File: src/rtl/fb_write_if.sv
// Pixel and framebuffer-link bundle used by fb_write_scheduler.
// Two signal groups travel together:
//   pixel side : pixel_in / pixel_valid (into the scheduler), pixel_ready (out)
//   link side  : write_data_in / reset_write_ptr / write_data (out), wrote_data echo (in)
// The master modport is the scheduler's view. The slave modport is the view of the
// compute core plus the framebuffer driver.
interface fb_write_if #(
  parameter int DATA_W = 4
);
  logic [DATA_W-1:0] pixel_in;
  logic              pixel_valid;
  logic              pixel_ready;
  logic [DATA_W-1:0] write_data_in;
  logic              reset_write_ptr;
  logic              write_data;
  logic              wrote_data;

  modport master (
    input  pixel_in, pixel_valid, wrote_data,
    output pixel_ready, write_data_in, reset_write_ptr, write_data
  );

  modport slave (
    output pixel_in, pixel_valid, wrote_data,
    input  pixel_ready, write_data_in, reset_write_ptr, write_data
  );
endinterface

File: src/rtl/fb_write_scheduler.sv
// fb_write_scheduler
// Takes pixels from the compute core through a small FIFO. It writes them to the
// QSPI framebuffer link as strobes, and the link echoes each strobe back to confirm it.
// Every frame starts by resetting the framebuffer write pointer. Each pixel is then
// strobed: write_data is held high until the echo goes high, then held low until the
// echo goes low again.
// Ports:
//   clk, rst       : clock, asynchronous active-high reset
//   frame_start    : one-cycle request to begin or restart a frame
//   link           : pixel valid/ready input plus framebuffer link (fb_write_if.master)
//   busy           : a frame is in progress
//   frame_done     : one-cycle pulse when the last pixel of the frame is confirmed
//   link_error     : sticky flag for an echo timeout; cleared by frame_start or rst
//   pixels_written : number of confirmed pixels in the current frame
module fb_write_scheduler #(
  parameter int FRAME_PIXELS     = 76800,
  parameter int FIFO_DEPTH       = 4,
  parameter int WRITE_HOLD       = 2,
  parameter int WRITE_GAP        = 2,
  parameter int PTR_RESET_CYCLES = 4,
  parameter int TIMEOUT_CYCLES   = 64,
  parameter int DATA_W           = 4,
  localparam int CW              = $clog2(FRAME_PIXELS + 1)
) (
  input  logic          clk,
  input  logic          rst,
  input  logic          frame_start,
  fb_write_if.master    link,
  output logic          busy,
  output logic          frame_done,
  output logic          link_error,
  output logic [CW-1:0] pixels_written
);

  localparam int AW = (FIFO_DEPTH > 1) ? $clog2(FIFO_DEPTH) : 1;
  localparam int TW = $clog2(TIMEOUT_CYCLES + PTR_RESET_CYCLES + WRITE_HOLD + WRITE_GAP + 1);

  localparam logic [2:0] S_IDLE    = 3'd0;
  localparam logic [2:0] S_PTR_RST = 3'd1;
  localparam logic [2:0] S_FETCH   = 3'd2;
  localparam logic [2:0] S_STB_HI  = 3'd3;
  localparam logic [2:0] S_STB_LO  = 3'd4;
  localparam logic [2:0] S_DONE    = 3'd5;

  localparam logic [TW-1:0] PTR_LAST  = TW'(PTR_RESET_CYCLES - 1);
  localparam logic [TW-1:0] HOLD_LAST = TW'(WRITE_HOLD - 1);
  localparam logic [TW-1:0] GAP_LAST  = TW'(WRITE_GAP - 1);
  localparam logic [TW-1:0] TO_LAST   = TW'(TIMEOUT_CYCLES - 1);
  localparam logic [TW-1:0] TMR_MAX   = '1;
  localparam logic [CW-1:0] FRAME_CNT = CW'(FRAME_PIXELS);
  localparam logic [AW:0]   FIFO_CAP  = (AW + 1)'(FIFO_DEPTH);

  // Pixel counters stop at FRAME_PIXELS instead of wrapping around.
  function automatic logic [CW-1:0] sat_inc_px(input logic [CW-1:0] v);
    return (v >= FRAME_CNT) ? FRAME_CNT : v + 1'b1;
  endfunction

  // The state timer stops at all-ones, so a long IDLE/DONE cannot wrap it.
  function automatic logic [TW-1:0] sat_inc_tmr(input logic [TW-1:0] v);
    return (v == TMR_MAX) ? v : v + 1'b1;
  endfunction

  logic [2:0]        state;
  logic [TW-1:0]     tmr;          // cycles spent in the current state, 0 on entry
  logic [DATA_W-1:0] mem [FIFO_DEPTH];
  logic [AW-1:0]     wr_ptr, rd_ptr;
  logic [AW:0]       fcnt;
  logic [CW-1:0]     accepted;
  logic [DATA_W-1:0] wdata;

  logic fifo_empty, fifo_full, push, pop, hi_done, lo_done, timeout;
  logic [CW-1:0] pw_next;

  assign fifo_empty = (fcnt == '0);
  assign fifo_full  = (fcnt == FIFO_CAP);

  assign busy = (state == S_PTR_RST) || (state == S_FETCH) ||
                (state == S_STB_HI)  || (state == S_STB_LO);

  // pixel_ready is gated by frame_start. A pixel offered in the restart cycle would
  // be flushed anyway, so it is not acknowledged.
  assign link.pixel_ready = busy && (state != S_PTR_RST) && !fifo_full &&
                            (accepted < FRAME_CNT) && !frame_start;
  assign link.reset_write_ptr = (state == S_PTR_RST);
  assign link.write_data      = (state == S_STB_HI);
  assign link.write_data_in   = wdata;

  assign push = link.pixel_valid && link.pixel_ready;
  // fcnt only counts entries pushed in earlier cycles, so a pop never returns
  // data pushed in the same cycle.
  assign pop  = (state == S_FETCH) && !fifo_empty && !frame_start;

  assign hi_done = (tmr >= HOLD_LAST) && link.wrote_data;
  assign lo_done = (tmr >= GAP_LAST) && !link.wrote_data;
  assign timeout = ((state == S_STB_HI) && !hi_done && (tmr >= TO_LAST)) ||
                   ((state == S_STB_LO) && !lo_done && (tmr >= TO_LAST));
  assign pw_next = sat_inc_px(pixels_written);

  // FIFO storage holds no control state, so it has no reset.
  always_ff @(posedge clk) begin
    if (push) begin
      mem[wr_ptr] <= link.pixel_in;
    end
  end

  // FIFO pointers and the accept count.
  always_ff @(posedge clk or posedge rst) begin
    if (rst) begin
      wr_ptr   <= '0;
      rd_ptr   <= '0;
      fcnt     <= '0;
      accepted <= '0;
    end else if (frame_start) begin
      wr_ptr   <= '0;
      rd_ptr   <= '0;
      fcnt     <= '0;
      accepted <= '0;
    end else if (timeout) begin
      wr_ptr <= '0;
      rd_ptr <= '0;
      fcnt   <= '0;
    end else begin
      if (push) begin
        wr_ptr   <= wr_ptr + 1'b1;
        accepted <= sat_inc_px(accepted);
      end
      if (pop) begin
        rd_ptr <= rd_ptr + 1'b1;
      end
      case ({push, pop})
        2'b10:   fcnt <= fcnt + 1'b1;
        2'b01:   fcnt <= fcnt - 1'b1;
        default: fcnt <= fcnt;
      endcase
    end
  end

  // Frame sequencer.
  always_ff @(posedge clk or posedge rst) begin
    if (rst) begin
      state          <= S_IDLE;
      tmr            <= '0;
      wdata          <= '0;
      pixels_written <= '0;
      link_error     <= 1'b0;
      frame_done     <= 1'b0;
    end else begin
      frame_done <= 1'b0;
      tmr        <= sat_inc_tmr(tmr);
      if (frame_start) begin
        state          <= S_PTR_RST;
        tmr            <= '0;
        wdata          <= '0;
        pixels_written <= '0;
        link_error     <= 1'b0;
      end else begin
        case (state)
          S_PTR_RST: begin
            if (tmr >= PTR_LAST) begin
              state <= S_FETCH;
              tmr   <= '0;
            end
          end
          S_FETCH: begin
            if (pop) begin
              wdata <= mem[rd_ptr];
              state <= S_STB_HI;
              tmr   <= '0;
            end
          end
          S_STB_HI: begin
            if (hi_done) begin
              state <= S_STB_LO;
              tmr   <= '0;
            end else if (timeout) begin
              link_error <= 1'b1;
              wdata      <= '0;
              state      <= S_IDLE;
              tmr        <= '0;
            end
          end
          S_STB_LO: begin
            if (lo_done) begin
              pixels_written <= pw_next;
              wdata          <= '0;
              tmr            <= '0;
              if (pw_next == FRAME_CNT) begin
                state      <= S_DONE;
                frame_done <= 1'b1;
              end else begin
                state <= S_FETCH;
              end
            end else if (timeout) begin
              link_error <= 1'b1;
              wdata      <= '0;
              state      <= S_IDLE;
              tmr        <= '0;
            end
          end
          default: begin
            // IDLE and DONE wait for frame_start.
          end
        endcase
      end
    end
  end

endmodule

File: src/flat_wrapper.sv
// flat-port wrapper written by rule: the top's interface ports become plain ports
module fb_write_scheduler_flat 
#(
  parameter int FRAME_PIXELS     = 76800,
  parameter int FIFO_DEPTH       = 4,
  parameter int WRITE_HOLD       = 2,
  parameter int WRITE_GAP        = 2,
  parameter int PTR_RESET_CYCLES = 4,
  parameter int TIMEOUT_CYCLES   = 64,
  parameter int DATA_W           = 4,
  localparam int CW              = $clog2(FRAME_PIXELS + 1)
)
  (clk, rst, frame_start, busy, frame_done, link_error, pixels_written, link_pixel_in, link_pixel_valid, link_wrote_data, link_pixel_ready, link_write_data_in, link_reset_write_ptr, link_write_data);
  fb_write_if #(.DATA_W(DATA_W)) link_i ();
  input  logic clk;
  input  logic rst;
  input  logic frame_start;
  output logic busy;
  output logic frame_done;
  output logic link_error;
  output logic [CW-1:0] pixels_written;
  input wire logic [$bits(link_i.pixel_in)-1:0] link_pixel_in;
  input wire logic [$bits(link_i.pixel_valid)-1:0] link_pixel_valid;
  input wire logic [$bits(link_i.wrote_data)-1:0] link_wrote_data;
  output wire logic [$bits(link_i.pixel_ready)-1:0] link_pixel_ready;
  output wire logic [$bits(link_i.write_data_in)-1:0] link_write_data_in;
  output wire logic [$bits(link_i.reset_write_ptr)-1:0] link_reset_write_ptr;
  output wire logic [$bits(link_i.write_data)-1:0] link_write_data;
  assign link_i.pixel_in = link_pixel_in;
  assign link_i.pixel_valid = link_pixel_valid;
  assign link_i.wrote_data = link_wrote_data;
  assign link_pixel_ready = link_i.pixel_ready;
  assign link_write_data_in = link_i.write_data_in;
  assign link_reset_write_ptr = link_i.reset_write_ptr;
  assign link_write_data = link_i.write_data;
  fb_write_scheduler #(.FRAME_PIXELS(FRAME_PIXELS), .FIFO_DEPTH(FIFO_DEPTH), .WRITE_HOLD(WRITE_HOLD), .WRITE_GAP(WRITE_GAP), .PTR_RESET_CYCLES(PTR_RESET_CYCLES), .TIMEOUT_CYCLES(TIMEOUT_CYCLES), .DATA_W(DATA_W)) u_core (.clk(clk), .rst(rst), .frame_start(frame_start), .link(link_i), .busy(busy), .frame_done(frame_done), .link_error(link_error), .pixels_written(pixels_written));
endmodule
File: config.mk
export PLATFORM = sky130hd
export DESIGN_NAME = fb_write_scheduler_flat
export DESIGN_NICKNAME = d
export VERILOG_FILES = /design/src/rtl/fb_write_if.sv /design/src/rtl/fb_write_scheduler.sv /design/src/flat_wrapper.sv
export SDC_FILE = /design/constraint.sdc
export NUM_CORES = 1
export LEC_CHECK = 0
export CORE_ASPECT_RATIO = 1.2
export CORE_MARGIN = 4
export CORE_UTILIZATION = 37
export DETAILED_ROUTE_END_ITERATION = 10
export PLACE_DENSITY = 0.67
export SYNTH_ARGS = -nofsm -noshare
export SYNTH_HDL_FRONTEND = slang
export SYNTH_SLANG_ARGS = --single-unit
File: constraint.sdc
create_clock -name clk -period 3.73 [get_ports clk]
set_input_delay 0.746 -clock clk [delete_from_list [all_inputs] [get_ports clk]]
set_output_delay 0.746 -clock clk [all_outputs]
set_load 0.01 [all_outputs]
# [Word level (Yosys, flattened, before mapping)]
# Memory sizes are Yosys's and may differ from the RTL's.
# Index checks and enable logic that the tools add are counted.
[totals] ramBits=16 inputBits=9 wordCells=127 register_bits=57 mem_count=1 out_inout_bits=27
[mem_list] memory="u_core.mem" words=4 width=4 rd=1 rd_ports_with_merged_regs=0 wr=1 line="fb_write_scheduler.sv:65" source="logic [DATA_W-1:0] mem [FIFO_DEPTH];"
[classes] eq_ne=15 order_cmp=6 reduce_logical=38 add_sub_neg=7 n_mux=50
[op_table] cell="two-way mux 17 bit" n=8
[op_table] cell="two-way mux 7 bit" n=7
[op_table] cell="adder 17 x 1 -> 17 bit (second input constant)" n=2
[op_table] cell=">= comparator 17 bit (second input constant)" n=2
[op_table] cell="case mux 7 bit (4 select lines)" n=1
[op_table] cell="two-way mux 3 bit" n=9
[op_table] cell="two-way mux 4 bit" n=5
[op_table] cell="equality test 17 bit (second input constant)" n=1
[op_table] cell="< comparator 17 bit (second input constant)" n=1
[op_table] cell="logical AND 1 bit" n=13
[op_table] cell="two-way mux 2 bit" n=6
[op_table] cell="case mux 3 bit (4 select lines)" n=1
[op_table] cell="case mux 4 bit (3 select lines)" n=1
[op_table] cell="two-way mux 1 bit" n=10
[op_table] cell="AND reduction 3 bit" n=3
[op_table] cell="nonzero test 3 bit" n=3
[op_table] cell="nonzero test 4 bit" n=2
[op_table] cell="adder 7 x 1 -> 7 bit (second input constant)" n=1
[op_table] cell="equality test 7 bit (second input constant)" n=1
[op_table] cell=">= comparator 7 x 1 -> 1 bit (second input constant)" n=1
[op_table] cell=">= comparator 7 x 2 -> 1 bit (second input constant)" n=1
[op_table] cell=">= comparator 7 x 6 -> 1 bit (second input constant)" n=1
[op_table] cell="equality test 3 x 2 -> 1 bit (second input constant)" n=2
[op_table] cell="equality test 3 bit (second input constant)" n=2
[op_table] cell="other kinds (18)" n=32

# [Logic depth before layout (Yosys ltp)]
# Gate-level depths: netlist (run 1).
[depth] ltp_word=13 depth_mapped=10 ltp_nobuf=8

# [Least setup slack after synthesis (run 1)]
# OpenSTA, ideal clock, no wires.
[synth_timing] path_type="register to register" from="reg u_core.state[0]" to="reg u_core.fcnt[1]" n_path_buf=2 setup_time_ns=0.141 t_arrival_ns=2.580 period_less_slack_ns=2.721 slack_ns=1.009 t_required_ns=3.589 path_stages_with_launch=11 path_cell_list="dfrtp_1 clkbuf_1 or3b_4 a221oi_2 o211a_2 buf_2 nor3_1 fa_1 and3_1 a41oi_1 a21oi_1"
[synth_via] elab_chain_cells=13 word_cells_on_any_way=26 classes_between="7 x eq/ne; 3 x mux; 16 x reduce/logical"
[synth_rtl] element="from (decl)" line="fb_write_scheduler.sv:63" source="logic [2:0] state;"
[synth_rtl] element="from (signal assigned)" line="fb_write_scheduler.sv:141" source="state <= S_IDLE;"
[synth_rtl] element="from (signal assigned)" line="fb_write_scheduler.sv:151" source="state <= S_PTR_RST;"
[synth_rtl] element="from (signal assigned)" line="fb_write_scheduler.sv:160" source="state <= S_FETCH;"
[synth_rtl] element="equality test 3 x 1 -> 1 bit or equality test 3 x 2 -> 1 bit (tied branches)" line="fb_write_scheduler.sv:77, fb_write_scheduler.sv:91"
[synth_rtl] element="logical OR 1 bit (2 in series)" line="fb_write_scheduler.sv:77" source="assign busy = (state == S_PTR_RST) || (state == S_FETCH) ||"
[synth_rtl] element="logical OR 1 bit" line="fb_write_scheduler.sv:78" source="(state == S_STB_HI) || (state == S_STB_LO);"
[synth_rtl] element="logical AND 1 bit (3 in series)" line="fb_write_scheduler.sv:82" source="assign link.pixel_ready = busy && (state != S_PTR_RST) && !fifo_full &&"
[synth_rtl] element="logical AND 1 bit" line="fb_write_scheduler.sv:83" source="(accepted < FRAME_CNT) && !frame_start;"
[synth_rtl] element="logical AND 1 bit" line="fb_write_scheduler.sv:88" source="assign push = link.pixel_valid && link.pixel_ready;"
[synth_rtl] element="equality test 2 x 1 -> 1 bit or equality test 2 bit (tied branches)" line="fb_write_scheduler.sv:130" source="case ({push, pop})"
[synth_rtl] element="case mux 3 bit (2 select lines)" line="fb_write_scheduler.sv:130"
[synth_rtl] element="two-way mux 3 bit" line="fb_write_scheduler.sv:118" source="end else if (timeout) begin"
[synth_rtl] element="two-way mux 3 bit" line="fb_write_scheduler.sv:113" source="end else if (frame_start) begin"
[synth_rtl] element="to (signal assigned)" line="fb_write_scheduler.sv:131" source="2'b10: fcnt <= fcnt + 1'b1;"
[synth_rtl] element="to (signal assigned)" line="fb_write_scheduler.sv:132" source="2'b01: fcnt <= fcnt - 1'b1;"
[synth_rtl] element="to (signal assigned)" line="fb_write_scheduler.sv:133" source="default: fcnt <= fcnt;"
[synth_rtl] element="to (decl)" line="fb_write_scheduler.sv:67" source="logic [AW:0] fcnt;"
# Parallel ways exist; a longest one is shown, timed or not.
# A chain may end at the register's enable or synchronous reset.

# [Final worst setup path (run 1)]
[layout_timing] from="reg u_core.accepted[12]" to="out link_pixel_ready"
[layout_via] elab_chain_cells=3
[layout_rtl] element="from (decl)" line="fb_write_scheduler.sv:68" source="logic [CW-1:0] accepted;"
[layout_rtl] element="from (signal assigned)" line="fb_write_scheduler.sv:125" source="accepted <= sat_inc_px(accepted);"
[layout_rtl] element="< comparator 17 bit" line="fb_write_scheduler.sv:83"
[layout_rtl] element="logical AND 1 bit" line="fb_write_scheduler.sv:82"
[layout_rtl] element="logical AND 1 bit" line="fb_write_scheduler.sv:83"
[layout_rtl] element="to (decl)" line="flat_wrapper.sv:25" source="output wire logic [$bits(link_i.pixel_ready)-1:0] link_pixel_ready;"
# No other way between the ends.

==> metrics.txt, run 1 <==
status completed; Worst EP required 2.98 ns; fin nets 492; CTS tree yes; share of layout cells above drive strength 1 0.0818; Final Skew between 0.004 and 0.005 ns; Synth Flop Type dfrtp_1; die height roughly 120 µm; dpl hpwl about 6700 µm; P_leak roughly 2.0 nW; Final Core Density 0.452; Setup Viol. Count Final 0; Clock Root Buffer clkbuf_16; clock sinks 73; FP Rows 42; Synth area leaders dfrtp_1 34%, edfxtp_1 11%, a21oi_1 3.7%; worst vdd ir roughly 220 µV; Worst-Skew Late Latency 0.34 ns; Worst-Margin Slew between 0.7 and 0.8 ns; # diodes 0; R2R depth 8; HP Class flop to flop; vias in the first global route around 3,400; io pins 36; final setup TNS 0 ns; vias roughly 3,600; max_cap viols 0; count leader, synth dfrtp_1; Final Wtd Congestion about 0.9; hold path endpoint u_core.link.write_data_in[0]; # Post-CTS Setup Buffers 0; Final Max Tran Viols 0; final-report hold violation count 0; Tmin final ~3.1 ns; Synth Register Bits 73; total power ~2.2 mW; Longest Clk Path Bufs 2; Critical Path AT roughly 2.4 ns; Post-Syn Area around 0.0042 mm²; sequential share of the synthesized area 0.453; Synth top area share 0.339; cts hold-fix bufs 0; r2r setup slk between 0.8 and 0.9 ns; post-route ant nets 0; critical path class flop to output pin; Chip Width 105 µm; Synth top cells by count 57 x dfrtp_1, 41 x nand2_1, 36 x nor2_1, 31 x a21oi_1, 27 x o21ai_0; global-route wire length before repair 16,600 µm; syn nets roughly 460; asr flop ratio synth 0.781; critical path launch point type flop; gr usage total 0.155; Yosys top cell by area dfrtp_1; RSZ-0062 raised after global routing no; vias per inst around 5.7; hold_sp u_core.link.write_data_in[0]; wire per inst 15.5 µm; reg2reg start u_core.state[0]; Final Cycle Share 0.843; Min-Delay Path Depth 1; Layout area overhead 19.2%; worst-path fanout max 7; core area about 0.011 mm²; drt pass-1 iters 5; number of synthesized flops with an enable pin 16; I/O Buffers 35; largest net degree at the start of global routing 58; TritonCTS Buffers 9; Max-Slew Margin vs Limit 0.511; Mapped Cells around 440; antenna violations before repair 0; residual DRC count 0; worst r2r dst u_core.fcnt[2]; global route total overflow 0; fmax about 320 MHz; Cell variety after synth 63; die area about 0.013 mm²; DRT Wirelength just under 10,000 µm; FILL cells slightly above 1,000; Syn Area/Cell between 9 and 10 µm²; Initial DRC Count between 200 and 250; post_cts resized 0; Initial Utilization 0.379; htree depth 3; Clk pin slew, worst setup/hold paths roughly 0.060 ns; Yosys warning count 0; P per Cell Area 437 mW/mm²; Setup crit end kind output pin
## cell families (layout without fill, tap and decap cells)
group                      after synthesis  after routing  synth area share
and+or+nand+nor                        181            181             0.221
AOI/OAI and AO/OA                      121            121             0.200
DFF                                     73             73             0.453
buffers and inverters                   37             71            0.0345
xor gates and xnor gates                13             13            0.0271
adders and majority gates               11             11            0.0345
muxes                                    7              7            0.0297
## cell type report
type | instances | area, µm² | area share
multi-input combinational | 333 | 2160 | 0.430
clock inverter | 6 | 92.6 | 0.0185
timing repair buffer | 39 | 380 | 0.0758
sequential | 73 | 1910 | 0.380
clock buffer | 10 | 229 | 0.0456
tap | 154 | 193 | 0.0384
inverter | 16 | 60.1 | 0.0120
## metrics by stage
stage | hold slack [ns] | instance area, µm² | worst slack (ns) | std cells
2_1_floorplan | 0.461 | 4210 | 1.01 | 443
3_3_place_gp | 0.487 | 4700 | 0.694 | 615
3_5_place_dp | 0.495 | 4700 | 0.632 | 615
4_1_cts | 0.509 | 5020 | 0.563 | 631
5_1_grt | 0.515 | 5020 | 0.411 | 631
6_report | 0.506 | 5020 | 0.587 | 631
## report_power, final
part           internal [mW]  switching (mW)  total (mW)
clock                  0.589           0.339       0.928
combinational          0.144           0.225       0.369
sequential             0.844          0.0514       0.896
## cells in the final DEF, fill, tap and decap left out, types with 3 or more instances in the layout
master,n
xnor2_1,8
clkdlybuf4s50_1,35
and4_1,3
xor2_1,5
a21oi_1,31
nand2b_1,4
and3_1,17
a211o_1,9
o21ai_0,27
a22o_1,5
a21o_1,4
nand4_1,4
nand3_1,18
mux4_2,4
or4_1,3
nor2_1,36
a31oi_1,9
ha_1,10
dfrtp_1,57
nand3b_1,4
buf_4,4
inv_1,15
and2_1,9
a211oi_1,7
nor3_1,22
clkbuf_16,9
nor4_1,5
edfxtp_1,16
nand2_1,41
o31ai_1,4
a41oi_1,3
## worst max-delay path, cell delays in order, from the launching register on
cell	delay, ns
dfrtp_1	0.43
a21o_1	0.18
a211oi_1	0.41
nand2b_1	0.30
and2_1	0.19
clkdlybuf4s50_1	0.55
## routing by layer
layer  vias to the layer above  share of wire  GRT usage
li1                       1712              -          -
met2                        93           0.50      0.249
met3                        15          0.047     0.0410
met5                         -              0          0
met4                         0          0.017     0.0579
met1                      1752           0.44      0.199
## registers in the layout, summed over array words and instances, names as in the netlist
signal / count
u_core.wr_ptr: 2
u_core.state: 3
u_core.link_error: 1
u_core.frame_done: 1
u_core.link.write_data_in: 4
u_core.pixels_written: 17
u_core.accepted: 17
u_core.rd_ptr: 2
u_core.mem: 16
u_core.tmr: 7
u_core.fcnt: 3
## worst max-delay path by stage
stage / from / end / slack, ns / cells past startpoint
after floorplan: u_core.state[0] / u_core.fcnt[1] / 1.01 / 10
after global placement: frame_start / u_core.fcnt[1] / 0.69 / 8
after detailed placement: frame_start / u_core.fcnt[1] / 0.63 / 8
after CTS: u_core.accepted[10] / link_pixel_ready / 0.56 / 5
after global routing: u_core.accepted[10] / link_pixel_ready / 0.41 / 5
final: u_core.accepted[12] / link_pixel_ready / 0.59 / 5
(Power assumes the default switching activity.)
==> run 2: changes to the inputs <==
Clock period 3.73 ns to 2.9 ns, I/O delays scaled along.
==> run 2 against run 1 <==
Effect of this change:
- sequential share of layout area down 0.65 points
- register-to-register slack worse by 0.59 ns
- die area unchanged
- largest power group unchanged
- largest cell class unchanged
- clock power grew 27%
- via count down 0.36%
- cell count rose by 1.4%
- count of clock-buffer cells in the layout fell by 1
==> metrics.txt, run 2 (synthesis gave the netlist of run 1 again) <==
Chip Width ~110 µm; I/O Buffers 35; Layout Cells excl Fill between 600 and 700; TritonCTS Buffers 9; final-report hold violation count 0; P per Cell Area 552 mW/mm²; vias per inst ~5.6; clock sinks between 70 and 80; drt pass-1 iters 5; die area between 0.01 and 0.015 mm²; Clock Root Buffer clkbuf_16; Multi-input gate area about 0.0022 mm²; HP Class flop to flop; Tmin final 2.61 ns; die height around 120 µm; Longest Clk Path Bufs 2; Worst Setup SP u_core.tmr[1]; worst-path fanout max 14; largest net degree at the start of global routing 58; vias between 3,000 and 4,000; final setup TNS 0 ns; Layout area overhead 21.5%; status completed; reg2reg start u_core.tmr[1]; P_leak 2.06 nW; placed cells ~620; CTS tree yes; hold_ws between 0.5 and 0.6 ns; wire per inst about 15 µm; global route total overflow 0; Worst-Skew Late Latency between 0.3 and 0.4 ns; Initial DRC Count between 200 and 250; FP Rows 42; RSZ-0062 raised after global routing no; residual DRC count 0; post-route ant nets 0; worst vdd ir between 200 and 300 µV; most frequent cells in the layout 55 x dfrtp_1, 41 x nand2_1, 36 x nor2_1, 34 x clkdlybuf4s50_1, 31 x a21oi_1; Setup crit end kind flop; Final Cycle Share 0.900; antenna violations before repair 0; global-route wire length before repair about 17,000 µm; fin nets 501; total power roughly 2.8 mW; critical path launch point type flop; Clk pin slew, worst setup/hold paths roughly 0.060 ns; hold_sp u_core.accepted[6]; leading registers by flop count u_core.accepted: 17 flops, u_core.pixels_written: 17 flops, u_core.mem: 16 flops; dpl hpwl 6870 µm; commonest non-fill, non-tap cell in the layout dfrtp_1; Max-Slew Margin vs Limit 0.540; # Post-CTS Setup Buffers 0; fmax 383 MHz; Final Skew roughly 0.0043 ns; htree depth 3; max_cap viols 0; share of layout cells above drive strength 1 0.103; area post-placement about 0.0048 mm²; io pins 36; critical path class flop to flop; # diodes 0; Final Cell Area 0.00511 mm²; Worst EP required 3.11 ns; Final Max Tran Viols 0; DRT Wirelength around 9800 µm; Initial Utilization 0.379; FILL cells between 1,000 and 1,500; gr usage total 0.153; Worst-Margin Slew between 0.6 and 0.7 ns; core area between 0.01 and 0.015 mm²; Register Area ~0.0019 mm²; Setup Viol. Count Final 0; Final Wtd Congestion between 0.9 and 1; Critical Path AT 2.82 ns; vias in the first global route about 3,400
## run 2: worst paths after layout
kind,endpoint,slack (ns),cells past startpoint
min in group asynchronous,u_core.pixels_written[15],0.63,3
worst min-delay path,u_core.accepted[6],0.50,1
worst max register to register,u_core.accepted[4],0.29,8
worst min register to register,u_core.accepted[6],0.50,1
worst max-delay path,u_core.accepted[4],0.29,8
max in group asynchronous,u_core.state[2],2.01,3
## run 2: cell type report
cell class | instances | share of cell area
clock buffers | 9 | 0.0441
repair buffers | 48 | 0.0906
inverters | 16 | 0.0118
well taps | 154 | 0.0377
flip-flops and latches | 73 | 0.374
clock inverters | 7 | 0.0184
multi-input cells | 333 | 0.424
## run 2: worst max-delay path, stage by stage (launching register included)
cell	delay (ns)
dfrtp_1	0.47
inv_1	0.07
ha_1	0.19
or3_1	0.37
o31ai_4	0.27
a21oi_2	0.16
o31ai_4	0.58
nor3_1	0.10
a211o_1	0.28
## run 2: per-layer routing
metal,GRT usage,wire length [µm]
met1,0.194,4340
met5,0,0
met4,0.0641,180
met3,0.0327,365
met2,0.252,4930
## run 2: through the flow
stage / util / setup slack [ns]
final: 0.461 / 0.291
after global routing: 0.461 / 0.115
after detailed placement: 0.431 / 0.150
after floorplan: - / 0.179
after global placement: 0.431 / 0.183
after CTS: 0.459 / 0.0234
## run 2: repair_timing
action,CTS,global route
gates resized for setup,0,4
hold buffers,0,0
endpoints found under the setup margin,0,1
## run 2: power breakdown
part | internal, mW | switching, mW
combinational | 0.196 | 0.299
clock | 0.752 | 0.424
sequential | 1.09 | 0.0614
